==> src/rtl/div_seq.sv <==
// Sequential unsigned restoring divider: one quotient bit per clock, start/busy/done
// handshake, registered quotient/remainder and divide-by-zero flag.
module div_seq #(
  parameter int N = 4
) (
  input  logic         clk_i,
  input  logic         rst_i,
  input  logic         start_i,
  input  logic [N-1:0] dividend_i,
  input  logic [N-1:0] divisor_i,
  output logic         busy_o,
  output logic         done_o,
  output logic [N-1:0] quotient_o,
  output logic [N-1:0] remainder_o,
  output logic         div_zero_o
);

  localparam int CW = $clog2(N);

  typedef enum logic [1:0] {
    IDLE,
    CALC,
    DONE
  } state_t;

  state_t        state, state_nxt;
  logic [CW-1:0] cnt;
  // R is kept N bits: the partial remainder is always < D, so its (N+1)-th bit is
  // only ever non-zero transiently inside the shifted value below.
  logic [N-1:0]  r_q, q_q, d_q;
  logic [N:0]    r_sh, t;
  logic [N-1:0]  r_nxt, q_nxt;
  logic          accept, last;

  always_comb begin
    r_sh  = {r_q, q_q[N-1]};
    t     = r_sh - {1'b0, d_q};
    r_nxt = t[N] ? r_sh[N-1:0] : t[N-1:0];
    q_nxt = {q_q[N-2:0], ~t[N]};
  end

  assign accept = start_i && (state != CALC);
  assign last   = (cnt == CW'(N - 1));
  assign busy_o = (state == CALC);
  assign done_o = (state == DONE);

  always_ff @(posedge clk_i or posedge rst_i) begin
    if (rst_i) state <= IDLE;
    else       state <= state_nxt;
  end

  always_comb begin
    state_nxt = state;
    case (state)
      IDLE, DONE: begin
        if (start_i) state_nxt = (divisor_i == '0) ? DONE : CALC;
        else         state_nxt = IDLE;
      end
      CALC:    if (last) state_nxt = DONE;
      default: state_nxt = IDLE;
    endcase
  end

  always_ff @(posedge clk_i or posedge rst_i) begin
    if (rst_i) begin
      r_q         <= '0;
      q_q         <= '0;
      d_q         <= '0;
      cnt         <= '0;
      quotient_o  <= '0;
      remainder_o <= '0;
      div_zero_o  <= 1'b0;
    end else if (accept) begin
      if (divisor_i == '0) begin
        quotient_o  <= '1;
        remainder_o <= dividend_i;
        div_zero_o  <= 1'b1;
      end else begin
        d_q <= divisor_i;
        q_q <= dividend_i;
        r_q <= '0;
        cnt <= '0;
      end
    end else if (state == CALC) begin
      r_q <= r_nxt;
      q_q <= q_nxt;
      cnt <= cnt + 1'b1;
      if (last) begin
        quotient_o  <= q_nxt;
        remainder_o <= r_nxt;
        div_zero_o  <= 1'b0;
      end
    end
  end

endmodule

==> config.mk <==
export PLATFORM = sky130hd
export DESIGN_NAME = div_seq
export DESIGN_NICKNAME = d
export VERILOG_FILES = /design/src/rtl/div_seq.sv
export SDC_FILE = /design/constraint.sdc
export NUM_CORES = 1
export LEC_CHECK = 0
export CORE_AREA = 2 2 66 68
export DETAILED_ROUTE_END_ITERATION = 12
export DIE_AREA = 0 0 68 70
export PLACE_DENSITY = 0.62
export SLEW_MARGIN = 40
export SYNTH_ARGS = -nofsm -noshare
export SYNTH_HDL_FRONTEND = slang
export SYNTH_SLANG_ARGS = --single-unit
==> constraint.sdc <==
create_clock -name clk_i -period 4.9 [get_ports clk_i]
set_input_delay 0.49 -clock clk_i [delete_from_list [all_inputs] [get_ports clk_i]]
set_output_delay 0.49 -clock clk_i [all_outputs]
set_load 0.05 [all_outputs]
# Yosys cells after proc, flatten, opt, wreduce, memory -nomap -nowiden

Cells that the tools add are included.

Flip-flop bits (word level): 25
Bits of input ports: 11
Output and inout bits: 11
Logic and storage cells: 54

Add/sub/neg operators: 2
Equality and inequality tests: 7
Multiplexer cells: 26
Bitwise gates (word level): 2
Reduce and logical (&&, ||, !) cells: 9

Operators by type and width:

| operator              | number |
|---|---|
| $mux W4               | 15 |
| $mux W2               | 6 |
| $ne A2 B1 Y1 const B  | 3 |
| $sub A5 B4 Y5         | 1 |
| $eq A2 B2 Y1 const B  | 2 |
| $logic_not A4 Y1      | 1 |
| $mux W1               | 4 |
| $pmux W2 S2           | 1 |
| $reduce_and A2 Y1     | 2 |
| $reduce_bool A2 Y1    | 2 |
| $reduce_and A3 Y1     | 1 |
| $add A2 B1 Y2 const B | 1 |
| $eq A2 B1 Y1 const B  | 1 |
| $logic_not A2 Y1      | 1 |
| $ne A2 B2 Y1 const B  | 1 |
| $not A1 Y1            | 2 |
| $reduce_or A2 Y1      | 1 |
| $logic_and A1 B1 Y1   | 1 |

# Logic depth before layout (Yosys ltp)

Depth in word-level cells: 5
Depth in mapped cells: 8
Gate-level depth less buffers: 8

# Worst setup path before layout

OpenSTA, ideal clock, no wires.

Kind: flip-flop to flip-flop
Start: reg q_q[3]
End: reg r_q[3]
Arrival time: 2.030 ns
Required time: 4.771 ns
Slack: 2.741 ns
Cell stages (with the launch flop): 9
Path through: dfrtp_1 inv_1 ha_1 fa_1 nand2b_2 a21oi_4 xor2_4 mux2i_1 o21ai_0

Longest elaborated chain between the ends: 4

Ends and longest elaborated chain:

| what                   | RTL line | source |
|---|---|---|
| start, declared        | 30       | `logic [N-1:0] r_q, q_q, d_q;` |
| start signal, assigned | 80       | `q_q <= dividend_i;` |
| start signal, assigned | 86       | `q_q <= q_nxt;` |
| $sub A5 B4 Y5          | 37       | `t = r_sh - {1'b0, d_q};` |
| $mux W4                | 38       | `r_nxt = t[N] ? r_sh[N-1:0] : t[N-1:0];` |
| $mux W4                | 84       | `end else if (state == CALC) begin` |
| $mux W4                | 73       | `end else if (accept) begin` |
| end signal, assigned   | 85       | `r_q <= r_nxt;` |
| end, declared          | 30       |  |

No other way between the ends. The select of a mux whose other input is x is not followed.
A chain may end at the register's enable or synchronous reset.

# Worst setup path after layout

Start: reg state[1]
End: out busy_o

Longest elaborated chain between the ends: 1

Ends and longest elaborated chain:

| what                   | RTL line | source |
|---|---|---|
| start, declared        | 26       | `state_t state, state_nxt;` |
| start signal, assigned | 49       | `else state <= state_nxt;` |
| $eq A2 B1 Y1           | 44       | `assign busy_o = (state == CALC);` |
| end, declared          | 11       | `output logic busy_o,` |

No other way between the ends.

==> impl.org <==
** Worst setup path
- FF-to-FF setup slack :: 2.42 ns
- CP Launch Type :: flip-flop
- STA puts the critical path data required time at 4.41 ns.
- Critical register-to-register path startpoint :: q_q[3]
- Critical setup path kind :: reg2out
- Critical-path maximum fanout :: 9
- Capturing point of the worst reg2reg path :: remainder_o[3]
- Crit end category :: primary output
- Worst Reg2Reg Path Length in Cells :: 8
- For the worst setup path, the data arrival time is 1.99 ns.

** Synthesis
- Mean instance size in the synthesized netlist :: 10.33 sq um
- Number of synthesized flops with an enable pin :: 0
- Number of synthesized register bits :: 25
- Of the synthesized area, sequential elements account for 0.4621.
- Distinct cells, synth :: 39
- Number of synthesis warnings :: 0
- For this run, asynchronously set or reset flops after synthesis account for 1.000.
- Net count after synthesis :: between 100 and 150
- The share of synthesized area in the top cell type comes to 0.4621.
- Post-synth top flop :: dfrtp_1
- Biggest area contributors in the synthesized netlist :: dfrtp_1, nand2_1, ha_1, nor2_1, a22o_1
- The biggest area contributor in the post-synthesis netlist is dfrtp_1.
- Mapped Area :: about 0.0014 sq mm
- Gate count after technology mapping :: roughly 130

** Clocking
- CTS H-Tree Depth :: 1
- In this run the clock root is driven by a clkbuf_8.
- Maximum buffer depth of the clock tree :: 2
- CTS-repair resized insts :: 0
- Clock tree from TritonCTS :: done
- After clock tree synthesis, the clock-pin slew on the worst setup and hold paths is 0.08 ns.
- The clock net in this run drives a total of 25 sinks.
- Hold Buf Count CTS :: 0
- Once the clock tree was built, the setup fixing pass inserted 0 buffers.
- Insertion delay of the later-clocked pin in the worst-skew pair :: 0.27 ns
- Counting the buffers created by CTS gives 3.

** Timing
- Setup repair after global routing left no endpoint under its margin.
- In the finished design, the share of the clock period the worst path needs comes to 0.5067.
- Actual transition at the worst max-transition pin :: 0.7642 ns
- The hold violation total from the final report is 0.
- Adding up every negative setup slack in the final design gives 0 ns.
- The clock arrives with 0.004088 ns of skew.
- Maximum clock rate :: 402.8 MHz
- Max-slew headroom :: 0.4902
- Count of endpoints failing setup in the final report :: 0
- Count of pins over their slew limit :: 0
- The clock period could shrink to about 2.5 ns.

** Detailed routing
- First-pass iteration count of the detailed router :: 4
- Using the TritonRoute via totals, the vias-per-cell ratio works out to 5.218.
- Number of remaining DRC errors :: 0
- Via total after detailed routing :: 1054
- ANT nets after route :: 0
- After the first detailed-routing iteration, the DRC count stood at between 60 and 70.
- After detailed routing, the average wire length per cell comes to 14.48 microns.
- Drt total wl :: about 3000 microns

** Global routing
- Global routing finished with a remaining overflow of 0.
- First-pass GRT wire length :: 5119 microns
- Total GRT Usage :: 0.1405
- Number of global-route vias before repair :: 1115
- Largest net degree at the start of global routing :: 26
- Initial antenna violation count :: 0

** Job
- Max Cap Viol :: 0

** Layout
- Post-layout net count :: 168
- The area growth from synthesis to layout is 20.89%.
- Counting the fill cells in the layout gives 395.
- Antenna diode count :: 0
- Of the cells placed in the final design, the portion with a size suffix greater than 1 is 0.09333.

** Hold path
- Path class of the lowest-slack min-delay path :: reg2reg
- Along the worst hold path, the cell count comes to 1.
- Worst hold path startpoint :: quotient_o[3]
- For hold timing, the worst endpoint is quotient_o[3].

** Floorplan
- Die Span Y :: 70 microns
- Initial core utilization :: 0.3267
- The core region is about 0.0041 sq mm.
- Number of cell rows :: 24
- In this run the horizontal extent of the chip is slightly below 70 microns.
- I/O pin count :: 22
- Area of the die :: about 0.0048 sq mm

** Placement
- Summed over all nets, the half-perimeter wirelength after detailed placement is 2239 microns.
- The count of buffers added on input and output ports is 21.
- The congestion estimate from routability-driven global placement came to a little over 0.8.

** Status
- Result of the run :: complete, no violations
## flip-flops by register name, summed over array words and instances (netlist names)
register     count
d_q              4
q_q              4
quotient_o       4
r_q              4
remainder_o      4
cnt              2
state            2
div_zero_o       1
## cells in the final DEF (no fill, tap or decap), drive strengths merged, types with 4 or more instances in the layout
cell	instances
mux2i	5
nor2	14
nand2b	4
o21ai	9
dfrtp	25
clkdlybuf4s50	21
inv	8
ha	5
a22o	6
clkbuf	4
nand2	17
o22a	4
## how the worst max path moves through the flow
stage / from / end / slack [ns] / depth (start not counted)
2_1_floorplan: q_q[3] / r_q[3] / 2.74 / 8
3_3_place_gp: divisor_i[0] / remainder_o[3] / 2.47 / 5
3_5_place_dp: divisor_i[0] / remainder_o[3] / 2.38 / 5
4_1_cts: q_q[3] / remainder_o[3] / 2.41 / 8
5_1_grt: q_q[3] / r_q[3] / 2.25 / 8
6_report: state[1] / busy_o / 2.42 / 3
## critical path, cell delays in order (launching register included)
cell and delay [ns]:
dfrtp_1 0.39, nand2b_1 0.27, inv_1 0.22, clkdlybuf4s50_1 0.84
## stage by stage
step	util	hold WS (ns)	setup slack (ns)	area, sq um	instances
2_1_floorplan	-	0.4609	2.741	1354	131
3_3_place_gp	0.3841	0.4813	2.468	1592	198
3_5_place_dp	0.3841	0.4831	2.384	1592	198
4_1_cts	0.3949	0.5017	2.411	1637	202
5_1_grt	0.3949	0.5230	2.246	1637	202
6_report	0.3949	0.4966	2.417	1637	202
## area by class of cell
| cell class | instances | area, sq um | share of cell area |
|---|---|---|---|
| Clock buffer | 4 | 45.04 | 0.02752 |
| Inverter | 8 | 30.03 | 0.01835 |
| Multi-Input combinational cell | 92 | 660.6 | 0.4037 |
| Sequential cell | 25 | 625.6 | 0.3823 |
| Tap cell | 52 | 65.06 | 0.03976 |
| Timing Repair Buffer | 21 | 210.2 | 0.1284 |
## Yosys cell counts (all sizes together), types with 3 or more instances
library cell  number
inv                8
a21oi              3
ha                 5
nor2              14
a31oi              3
dfrtp             25
nand2b             4
nand2             17
o22a               4
o21ai              9
mux2i              5
a22o               6
buf                5
## routing by layer
layer	share of wire	up-vias	routed length, microns	GRT usage
met5	0	-	0	0
met1	0.46	530	1339	0.1800
met3	0.024	5	69	0.02254
met2	0.50	19	1458	0.2298
met4	0.019	0	57	0.06000
li1	-	500	-	-
## kinds of logic (layout without fill, tap and decap cells)
logic type               count (synthesis)  after routing  share of synthesized area
multiplexers                             5              5                    0.03697
XOR/XNOR                                 3              3                    0.03328
adder cells (fa/ha/maj)                  6              6                    0.06100
flip-flops                              25             25                     0.4621
AO/OA/AOI/OAI                           33             33                     0.2033
buffers and inverters                   14             33                    0.04990
AND/OR/NAND/NOR                         45             45                     0.1534
Power is not shown: default switching activity piles up to over one toggle a cycle in this logic, so the estimate is an artifact.
